## src/rtl/postmortem_capture_ctrl_pkg.sv

```systemverilog
// Shared types and default sizing for the postmortem capture sequencer.
package postmortem_capture_ctrl_pkg;

  localparam int unsigned DefDepth  = 50000;
  localparam int unsigned DefAddrW  = 16;
  localparam int unsigned DefDecimW = 16;

  // Encoding is visible to software through the state output.
  typedef enum logic [2:0] {
    StIdle   = 3'd0,
    StFill   = 3'd1,
    StArmed  = 3'd2,
    StPost   = 3'd3,
    StFrozen = 3'd4
  } state_e;

endpackage

```

## src/rtl/postmortem_capture_ctrl_if.sv

```systemverilog
// Control/status bundle between the capture sequencer and its host.
// Optional macro POSTMORTEM_TIMESTAMP_EN adds the trig_ts field.
interface postmortem_capture_ctrl_if #(
  parameter int unsigned ADDR_W  = 16,
  parameter int unsigned DECIM_W = 16
);
  logic               arm;
  logic               intl_flag;
  logic [DECIM_W-1:0] decim;
  logic [ADDR_W-1:0]  post_cnt;
  logic               wr_en;
  logic [ADDR_W-1:0]  wr_addr;
  logic [ADDR_W-1:0]  trig_addr;
  logic [ADDR_W-1:0]  last_addr;
  logic [2:0]         state;
  logic               partial;
  logic               irq;
`ifdef POSTMORTEM_TIMESTAMP_EN
  logic [31:0]        trig_ts;

  modport master (
    output arm, intl_flag, decim, post_cnt,
    input  wr_en, wr_addr, trig_addr, last_addr, state, partial, irq, trig_ts
  );
  modport slave (
    input  arm, intl_flag, decim, post_cnt,
    output wr_en, wr_addr, trig_addr, last_addr, state, partial, irq, trig_ts
  );
`else
  modport master (
    output arm, intl_flag, decim, post_cnt,
    input  wr_en, wr_addr, trig_addr, last_addr, state, partial, irq
  );
  modport slave (
    input  arm, intl_flag, decim, post_cnt,
    output wr_en, wr_addr, trig_addr, last_addr, state, partial, irq
  );
`endif
endinterface

```

## src/rtl/postmortem_sample_tick.sv

```systemverilog
// Sample prescaler: counts 0..last and emits a 1-cycle tick on 'last'.
module postmortem_sample_tick #(
  parameter int unsigned DECIM_W = 16
) (
  input  logic               clk,
  input  logic               rst_n,
  input  logic               clr,
  input  logic               en,
  input  logic [DECIM_W-1:0] last,
  output logic               tick
);

  logic [DECIM_W-1:0] cnt_q, cnt_d;

  // Next count and tick; clear wins over enable and suppresses the tick.
  always_comb begin
    cnt_d = cnt_q;
    tick  = 1'b0;
    if (clr) begin
      cnt_d = '0;
    end else if (en) begin
      if (cnt_q >= last) begin
        tick  = 1'b1;
        cnt_d = '0;
      end else begin
        cnt_d = cnt_q + 1'b1;
      end
    end
  end

  // Counter register.
  always_ff @(posedge clk or negedge rst_n) begin
    if (!rst_n) cnt_q <= '0;
    else        cnt_q <= cnt_d;
  end

endmodule

```

## src/rtl/postmortem_capture_ctrl.sv

```systemverilog
// Postmortem capture sequencer: sample strobe, circular write pointer,
// trigger detection and post-trigger window.
// Optional macro POSTMORTEM_TIMESTAMP_EN adds a trigger timestamp.
module postmortem_capture_ctrl
  import postmortem_capture_ctrl_pkg::*;
#(
  parameter int unsigned DEPTH   = DefDepth,
  parameter int unsigned ADDR_W  = DefAddrW,
  parameter int unsigned DECIM_W = DefDecimW
) (
  input logic                      clk,
  input logic                      rst_n,
  postmortem_capture_ctrl_if.slave bus
);

  localparam int unsigned      CntW     = ADDR_W + 1;
  localparam logic [ADDR_W-1:0] LastAddr = ADDR_W'(DEPTH - 1);
  localparam logic [CntW-1:0]   DepthC   = CntW'(DEPTH);

  state_e              state_q, state_d;
  logic [ADDR_W-1:0]   wr_ptr_q, wr_ptr_d, prev_q, prev_d;
  logic [ADDR_W-1:0]   trig_addr_q, trig_addr_d, last_q, last_d;
  logic [ADDR_W-1:0]   post_q, post_d, post_seen_q, post_seen_d;
  logic [CntW-1:0]     fill_q, fill_d;
  logic [DECIM_W-1:0]  dlast_q, dlast_d;
  logic                partial_q, partial_d, flag_q, irq_q;
  logic                active, wr, trig;
  logic [ADDR_W-1:0]   ptr_inc;
  logic [CntW-1:0]     fill_target;

  assign active = (state_q == StFill) || (state_q == StArmed) || (state_q == StPost);
  // Arm outranks a coincident edge.
  assign trig = bus.intl_flag && !flag_q && !bus.arm &&
                ((state_q == StFill) || (state_q == StArmed));
  assign ptr_inc     = (wr_ptr_q == LastAddr) ? '0 : wr_ptr_q + 1'b1;
  assign fill_target = DepthC - {1'b0, post_q};

  postmortem_sample_tick #(
    .DECIM_W(DECIM_W)
  ) u_tick (
    .clk  (clk),
    .rst_n(rst_n),
    .clr  (bus.arm),
    .en   (active),
    .last (dlast_q),
    .tick (wr)
  );

  // Next-state: pointer, counters, FSM transitions and captured addresses.
  always_comb begin
    state_d     = state_q;
    wr_ptr_d    = wr_ptr_q;
    prev_d      = prev_q;
    fill_d      = fill_q;
    post_seen_d = post_seen_q;
    trig_addr_d = trig_addr_q;
    last_d      = last_q;
    partial_d   = partial_q;
    dlast_d     = dlast_q;
    post_d      = post_q;

    if (wr) begin
      wr_ptr_d = ptr_inc;
      prev_d   = wr_ptr_q;
    end

    unique case (state_q)
      StFill: begin
        if (wr) fill_d = fill_q + 1'b1;
        if (wr && !trig && (fill_q + 1'b1 == fill_target)) state_d = StArmed;
      end
      StPost: begin
        if (wr) begin
          post_seen_d = post_seen_q + 1'b1;
          if (post_seen_q + 1'b1 == post_q) begin
            state_d = StFrozen;
            last_d  = wr_ptr_q;
          end
        end
      end
      default: ;
    endcase

    if (trig) begin
      // A tick in the trigger cycle is still a pre-trigger sample.
      trig_addr_d = wr ? ptr_inc : wr_ptr_q;
      post_seen_d = '0;
      if (state_q == StFill) partial_d = 1'b1;
      if (post_q == '0) begin
        state_d = StFrozen;
        last_d  = wr ? wr_ptr_q : prev_q;
      end else begin
        state_d = StPost;
      end
    end

    if (bus.arm) begin
      state_d     = StFill;
      wr_ptr_d    = '0;
      prev_d      = '0;
      fill_d      = '0;
      post_seen_d = '0;
      trig_addr_d = '0;
      partial_d   = 1'b0;
      dlast_d     = (bus.decim == '0) ? '0 : bus.decim - 1'b1;
      post_d      = (bus.post_cnt > LastAddr) ? LastAddr : bus.post_cnt;
    end
  end

  // State registers; the edge register resets high so a flag already high does not trigger.
  always_ff @(posedge clk or negedge rst_n) begin
    if (!rst_n) begin
      state_q     <= StIdle;
      wr_ptr_q    <= '0;
      prev_q      <= '0;
      fill_q      <= '0;
      post_seen_q <= '0;
      trig_addr_q <= '0;
      last_q      <= '0;
      partial_q   <= 1'b0;
      dlast_q     <= '0;
      post_q      <= '0;
      flag_q      <= 1'b1;
      irq_q       <= 1'b0;
    end else begin
      state_q     <= state_d;
      wr_ptr_q    <= wr_ptr_d;
      prev_q      <= prev_d;
      fill_q      <= fill_d;
      post_seen_q <= post_seen_d;
      trig_addr_q <= trig_addr_d;
      last_q      <= last_d;
      partial_q   <= partial_d;
      dlast_q     <= dlast_d;
      post_q      <= post_d;
      flag_q      <= bus.intl_flag;
      irq_q       <= (state_d == StFrozen) && (state_q != StFrozen);
    end
  end

  assign bus.wr_en     = wr;
  assign bus.wr_addr   = wr_ptr_q;
  assign bus.trig_addr = trig_addr_q;
  assign bus.last_addr = last_q;
  assign bus.state     = state_q;
  assign bus.partial   = partial_q;
  assign bus.irq       = irq_q;

`ifdef POSTMORTEM_TIMESTAMP_EN
  logic [31:0] ts_q, ts_d, trig_ts_q, trig_ts_d;

  // Sample counter and its snapshot at the trigger, including that cycle's tick.
  always_comb begin
    ts_d      = bus.arm ? '0 : ts_q + 32'(wr);
    trig_ts_d = trig ? ts_q + 32'(wr) : trig_ts_q;
  end

  // Timestamp registers.
  always_ff @(posedge clk or negedge rst_n) begin
    if (!rst_n) begin
      ts_q      <= '0;
      trig_ts_q <= '0;
    end else begin
      ts_q      <= ts_d;
      trig_ts_q <= trig_ts_d;
    end
  end

  assign bus.trig_ts = trig_ts_q;
`endif

endmodule
```

## src/flat_wrapper.sv

```systemverilog
// flat-port wrapper written by rule: the top's interface ports become plain ports
module postmortem_capture_ctrl_flat import postmortem_capture_ctrl_pkg::*;
#(
  parameter int unsigned DEPTH   = DefDepth,
  parameter int unsigned ADDR_W  = DefAddrW,
  parameter int unsigned DECIM_W = DefDecimW
)
  (clk, rst_n, bus_arm, bus_intl_flag, bus_decim, bus_post_cnt, bus_wr_en, bus_wr_addr, bus_trig_addr, bus_last_addr, bus_state, bus_partial, bus_irq);
  postmortem_capture_ctrl_if #(.ADDR_W(ADDR_W), .DECIM_W(DECIM_W)) bus_i ();
  input logic clk;
  input logic rst_n;
  input wire logic [$bits(bus_i.arm)-1:0] bus_arm;
  input wire logic [$bits(bus_i.intl_flag)-1:0] bus_intl_flag;
  input wire logic [$bits(bus_i.decim)-1:0] bus_decim;
  input wire logic [$bits(bus_i.post_cnt)-1:0] bus_post_cnt;
  output wire logic [$bits(bus_i.wr_en)-1:0] bus_wr_en;
  output wire logic [$bits(bus_i.wr_addr)-1:0] bus_wr_addr;
  output wire logic [$bits(bus_i.trig_addr)-1:0] bus_trig_addr;
  output wire logic [$bits(bus_i.last_addr)-1:0] bus_last_addr;
  output wire logic [$bits(bus_i.state)-1:0] bus_state;
  output wire logic [$bits(bus_i.partial)-1:0] bus_partial;
  output wire logic [$bits(bus_i.irq)-1:0] bus_irq;
  assign bus_i.arm = bus_arm;
  assign bus_i.intl_flag = bus_intl_flag;
  assign bus_i.decim = bus_decim;
  assign bus_i.post_cnt = bus_post_cnt;
  assign bus_wr_en = bus_i.wr_en;
  assign bus_wr_addr = bus_i.wr_addr;
  assign bus_trig_addr = bus_i.trig_addr;
  assign bus_last_addr = bus_i.last_addr;
  assign bus_state = bus_i.state;
  assign bus_partial = bus_i.partial;
  assign bus_irq = bus_i.irq;
  postmortem_capture_ctrl #(.DEPTH(DEPTH), .ADDR_W(ADDR_W), .DECIM_W(DECIM_W)) u_core (.clk(clk), .rst_n(rst_n), .bus(bus_i));
endmodule
```

## config.mk

```make
export PLATFORM = sky130hd
export DESIGN_NAME = postmortem_capture_ctrl_flat
export DESIGN_NICKNAME = d
export VERILOG_FILES = /design/src/rtl/postmortem_capture_ctrl_pkg.sv /design/src/rtl/postmortem_capture_ctrl_if.sv /design/src/rtl/postmortem_sample_tick.sv /design/src/rtl/postmortem_capture_ctrl.sv /design/src/flat_wrapper.sv
export SDC_FILE = /design/constraint.sdc
export NUM_CORES = 1
export LEC_CHECK = 0
export CORE_UTILIZATION = 57
export CTS_BUF_LIST = sky130_fd_sc_hd__clkbuf_16
export CTS_CLUSTER_SIZE = 10
export DETAILED_ROUTE_END_ITERATION = 16
export HOLD_SLACK_MARGIN = 0.05
export PLACE_DENSITY = 0.8
export SKIP_LAST_GASP = 1
export SYNTH_ARGS = -nofsm -noshare
export SYNTH_HDL_FRONTEND = slang
export SYNTH_HIERARCHICAL = 1
export SYNTH_SLANG_ARGS = --single-unit
```

## constraint.sdc

```tcl
create_clock -name clk -period 10.51 [get_ports clk]
set_clock_uncertainty 0.2 [all_clocks]
set_input_delay 2.102 -clock clk [delete_from_list [all_inputs] [get_ports clk]]
set_output_delay 2.102 -clock clk [all_outputs]
set_load 0.05 [all_outputs]
```

==> run summary, run 1 <==
Root Buffer: clkbuf_16
Placed instance area: 9670 um^2
Core area: 14,800 um^2
TritonCTS clock tree: built
Post-CTS setup buffers: 0
Routability congestion estimate: 0.920
Antenna Cells: 0
FF-to-FF Start: u_core/u_tick/cnt_q[1]$_DFFE_PN0P_
CTS H-tree depth: 4
Final Net Count: 1,067
Dpl ws: 4.33 ns
Worst setup path start: bus_arm
Setup crit end kind: primary output
Initial antenna violation count: 0
Max Slew Vio Count: 0
Setup TNS: 0 ns
Commonest cells after routing, fill and taps aside: 150 x dfrtp_1, 119 x nor2_1, 87 x clkdlybuf4s50_1
Vias per inst: 6.13
Rel. slew slack: 18.9%
Post-Route WL: 20,700 um
Worst hold start: u_core/bus.trig_addr[10]$_DFFE_PN0P_
Crit path max fanout: 32
CP startpoint kind: input pin
Tmin final: 6.18 ns
Num CTS Buffers: 17
Design Area, Final: 10,200 um^2
Most common cell after layout, fill and taps aside: dfrtp_1
Peak VDD IR: 0.112 mV
Area growth syn-to-layout: 16.7%
Final ANT Viol Nets: 0
GRT Util Overall: 27.7%
Max-capacitance violation count: 0
F_max: 162 MHz
Post-synth EDFFs: 0
Mux contribution to synthesized area: 2.57%
Post-Synth Adder-Cell Area: 3.14%
Unique masters post-synth: 74
Remaining global-route overflow: 0
Share of cells above drive strength 1: 5.97%
Starting Density: 59.3%
I/O Buffers: 89
# rows: 44
Largest net degree at the start of global routing: 91
Final setup violating endpoints: 0
Post-DR wirelength/cell: 17.1 um
Crit path kind: input pin to primary output
Crit path arrival time: 3.88 ns
Status: completed
First-pass GRT wire length: 34,900 um
Clk buf depth: 2
Required @ worst endpoint: 8.21 ns
Die height: 126 um
Ys Warns: 6
PwrDens: 135 nW/um^2
Cts repair resizes: 0
Final worst slack: 4.33 ns
Worst slew pin tran: 1.21 ns
# hold bufs at CTS: 0
Final hold slack: 0.268 ns
Largest family of logic cells by synthesized area: simple AND/OR/NAND/NOR gates
Total Power: 1.38 mW
Clock Latency Late Sink: 0.43 ns
Synthesized instance count: 951
Fin. Hold Viols: 0
Die Area: 15,900 um^2
Placed instance count: 1,174
CTS clk-pin slew, worst paths: 0.07 ns
Die span in x: 126 um
Synth Area in Simple Gates: 21.6%
Via Count: 7,395
Utilization after layout: 69.2%
Mapped Avg Cell Area: 9.20 um^2
Sequential fraction of the synthesis area: 43.2%
Io pins: 90
Leak: 4.39 nW
Hold Path Class: register to register
Syn Nets: 1,009
Post-synthesis xor/xnor area fraction: 11.3%
DP HPWL: 14,200 um
Clk sinks: 151
Non-filler cells, final: 1,206
RSZ-0062 raised after global routing: no
Synth async-reset ratio: 100%
DRT Pass-1 Iters: 5
Final Cycle Share: 58.8%
DRC Markers: 0
Initial DRC count: 819
Vias in the first global route: 7,165
Synth Register Bits: 151
Main flop type after synthesis: dfrtp_1
Complex-gate fraction of the synthesized area: 13.2%
Synthesized area: 8750 um^2
-- metal layers --
layer / GRT usage [%] / wire length [um] / up-vias
li1: - / - / 3464
met1: 37.5 / 9160 / 3584
met2: 43.7 / 9610 / 303
met3: 5.48 / 1430 / 44
met4: 11.4 / 467 / 0
met5: 0 / 0 / -
-- cell type report --
class	count	area [um^2]
fillers	1136	4540
clock inverters	15	118
clock buffers	17	425
repair buffers	94	925
flip-flops and latches	151	3780
well taps	184	230
inverters	51	191
multi-input cells	694	4540
-- final timing paths --
path                                                        end  slack (ns)  cells past startpoint
max in group asynchronous          u_core/post_q[5]$_DFFE_PN0P_        7.33                      2
hold / removal             u_core/bus.trig_addr[10]$_DFFE_PN0P_        0.27                      2
min in group asynchronous     u_core/post_seen_q[8]$_DFFE_PN0P_        1.53                      1
hold reg to reg            u_core/bus.trig_addr[10]$_DFFE_PN0P_        0.27                      2
setup reg to reg              u_core/bus.last_addr[8]$_DFF_PN0_        6.23                     13
setup / recovery                                      bus_wr_en        4.33                      4
-- synthesized netlist by cell type, drive strengths merged, types with 4 or more instances --
library cell | count | share of area [%]
nand4 | 18 | 1.5
nand2 | 70 | 3.0
nor2b | 8 | 0.57
ha | 22 | 3.1
o22a | 9 | 0.90
buf | 17 | 1.1
o22ai | 36 | 2.7
nand3b | 4 | 0.34
xnor2 | 64 | 6.4
or3 | 14 | 1.0
and4 | 5 | 0.50
nor3b | 5 | 0.49
nor4 | 19 | 1.7
o31ai | 7 | 0.60
inv | 51 | 2.2
nor2 | 119 | 5.1
and3 | 19 | 1.4
mux2i | 18 | 2.1
nand3 | 43 | 2.5
o21ai | 28 | 1.6
mux2 | 4 | 0.51
a31oi | 15 | 1.1
xor2 | 39 | 3.9
nor3 | 22 | 1.3
a211oi | 4 | 0.51
o31a | 4 | 0.40
a22o | 9 | 0.90
clkbuf | 38 | 1.7
dfrtp | 150 | 43
a21oi | 36 | 2.1
nand2b | 8 | 0.57
-- critical path, cell delays in order --
cell             delay [ns]
buf_2                  0.23
nor3b_2                0.22
buf_4                  0.43
clkdlybuf4s50_1        0.89
-- flip-flops by register name, indices dropped and copies added, names as in the netlist --
name and flops:
u_core/fill_q 17, u_core/bus.partial 1, u_core/prev_q 16, u_core/flag_q 1, u_core/bus.trig_addr 16, u_core/bus.irq 1
u_core/post_q 16, u_core/u_tick/cnt_q 16, u_core/bus.state 3, u_core/bus.last_addr 16, u_core/dlast_q 16, u_core/bus.wr_addr 16
u_core/post_seen_q 16
-- kinds of logic after synthesis --
group | count (synthesis)
compound gates | 171
xor+xnor | 107
fa+ha+maj | 22
buf+inv | 106
flops | 151
mux | 22
simple gates | 372
-- report_power, final --
part	internal, mW	total, mW	switching [mW]	leakage (nW)
Sequential	0.601	0.631	0.0293	2.02
Combinational	0.0810	0.186	0.105	2.09
Clock	0.307	0.566	0.259	0.276
Total	0.989	1.38	0.394	4.39
Note: power is estimated with default switching activity, not from simulation.
==> inputs of run 2 (changes only) <==
==> constraint.sdc (replaced) <==
create_clock -name clk -period 5.9 [get_ports clk]
set_clock_uncertainty 0.2 [all_clocks]
set_input_delay 1.18 -clock clk [delete_from_list [all_inputs] [get_ports clk]]
set_output_delay 1.18 -clock clk [all_outputs]
set_load 0.05 [all_outputs]
==> run 2 against run 1 <==
Effect of this change: power up 90%; hold slack better by 0.016 ns; via count increased by 0.70%; register-to-register slack worse by 4.7 ns; sequential power grew 77%; utilization up 0.64 points; critical path depth rose by 3; combinational power is 80% higher; clock power is 110% higher; wire length increased by 4.2%; non-clock buffer count grew 1; die area did not move.
==> run summary, run 2 (same netlist as run 1, synthesis figures left out) <==
Initial antenna violation count: 0
Io pins: 90
Leak: 4.42 nW
Commonest cells after routing, fill and taps aside: 150 x dfrtp_1, 119 x nor2_1, 87 x clkdlybuf4s50_1
Area growth syn-to-layout: 17.8%
Cts repair resizes: 0
Peak VDD IR: 0.190 mV
DP HPWL: 14,700 um
Vias per inst: 6.17
Clk buf depth: 2
Clock share of power: 44.5%
Vias in the first global route: 7,114
Remaining global-route overflow: 0
Crit path max fanout: 5
DRC Markers: 0
CTS H-tree depth: 4
Routability congestion estimate: 0.873
Share of cells above drive strength 1: 6.16%
Root Buffer: clkbuf_16
Placed instance area: 9680 um^2
CTS clk-pin slew, worst paths: 0.06 ns
I/O Buffers: 89
Hold Path Class: register to register
TritonCTS clock tree: built
Placed instance count: 1,175
Final worst slack: 1.30 ns
Die height: 126 um
Post-Route WL: 21,500 um
Final hold slack: 0.284 ns
GRT Util Overall: 28.8%
Final setup violating endpoints: 0
Clock Latency Late Sink: 0.44 ns
Reg with most FFs: u_core/fill_q
Post-DR wirelength/cell: 17.8 um
Rel. slew slack: 36.2%
Largest net degree at the start of global routing: 100
P_int: 1.90 mW
Final ANT Viol Nets: 0
Final Net Count: 1,068
CP startpoint kind: register
PwrDens: 255 nW/um^2
Fin. Hold Viols: 0
RSZ-0062 raised after global routing: no
Most common cell after layout, fill and taps aside: dfrtp_1
Tmin final: 4.60 ns
First-pass GRT wire length: 36,000 um
Max Slew Vio Count: 0
Sw frac: 27.6%
Status: completed
Net Switching: 725 uW
Crit path arrival time: 3.22 ns
CP max-delay cell: clkdlybuf4s50_1
Die Area: 15,900 um^2
Max-capacitance violation count: 0
Antenna Cells: 0
# rows: 44
DRT Pass-1 Iters: 5
Final Cycle Share: 78.0%
Post-CTS setup buffers: 0
Sequential share of power: 42.8%
Total Power: 2.63 mW
Met3 Use GR: 5.56%
GRT met2 Usage: 46.5%
Max reg flops: 17
Setup TNS: 0 ns
Core area: 14,800 um^2
Via Count: 7,447
Met1 usage: 39.4%
Setup crit end kind: primary output
Starting Density: 59.3%
CP cell instances: ha_1 > nor2b_1 > o211a_1 > o311a_1 > nor4_1 > nor3b_2 > clkdlybuf4s50_1
Utilization after layout: 69.9%
Required @ worst endpoint: 4.52 ns
Slowest cell delay on critical path: 0.74 ns
Num CTS Buffers: 17
Worst slew pin tran: 0.957 ns
Design Area, Final: 10,300 um^2
Initial DRC count: 798
Crit path kind: register to primary output
# hold bufs at CTS: 0
Clk sinks: 151
GR peak layer: met2
Dpl ws: 1.71 ns
F_max: 217 MHz
Combinational Power Share: 12.7%
Die span in x: 126 um
Non-filler cells, final: 1,207
-- run 2: cell count changes in the layout (fill, tap and decap cells not counted), sizes merged --
| cell | before | now |
|---|---|---|
| bufinv | 0 | 3 |
| inv | 59 | 60 |
| clkinvlp | 0 | 2 |
| clkinv | 7 | 1 |
| buf | 7 | 8 |
-- run 2: path summary, 6_finish.rpt --
kind                                                startpoint                                   to  slack [ns]  depth (start not counted)
max in group asynchronous                                rst_n   u_core/u_tick/cnt_q[2]$_DFFE_PN0P_        3.66                          2
min in group asynchronous                                rst_n    u_core/post_seen_q[5]$_DFFE_PN0P_        0.65                          1
max reg2reg                 u_core/u_tick/cnt_q[1]$_DFFE_PN0P_    u_core/bus.last_addr[1]$_DFF_PN0_        1.53                         13
max                         u_core/u_tick/cnt_q[1]$_DFFE_PN0P_                            bus_wr_en        1.30                          7
min reg2reg                u_core/bus.trig_addr[6]$_DFFE_PN0P_  u_core/bus.trig_addr[6]$_DFFE_PN0P_        0.28                          2
min                        u_core/bus.trig_addr[6]$_DFFE_PN0P_  u_core/bus.trig_addr[6]$_DFFE_PN0P_        0.28                          2
-- run 2: per-layer routing --
layer | vias to the layer above | routed length (um)
met5 | - | 0
met4 | 0 | 318
met3 | 26 | 1390
met2 | 298 | 10200
met1 | 3654 | 9630
li1 | 3469 | -
-- run 2: area by class of cell --
type | count | area (um^2)
multi-input combinational | 694 | 4540
fill | 1145 | 4450
clock inverter | 15 | 205
clock buffer | 17 | 425
sequential | 151 | 3780
timing repair buffer | 95 | 932
tap | 184 | 230
inverter | 51 | 191
-- run 2: power by group through the flow --
| stage | registers [mW] | logic [mW] | clock network, mW |
|---|---|---|---|
| floorplan | 1.14 | 0.217 | 0 |
| global placement | 1.14 | 0.322 | 0 |
| detailed placement | 1.14 | 0.330 | 0 |
| CTS | 1.12 | 0.334 | 1.18 |
| global route | 1.13 | 0.368 | 1.23 |
| finish | 1.12 | 0.334 | 1.17 |
-- run 2: worst max-delay path: cells and delay by family (launching register included) --
kind | cells | cell delay, ns
AOI/OAI and AO/OA | 2 | 0.57
adders and majority gates | 1 | 0.30
buffers and inverters | 1 | 0.74
DFF | 1 | 0.42
and+or+nand+nor | 3 | 0.77
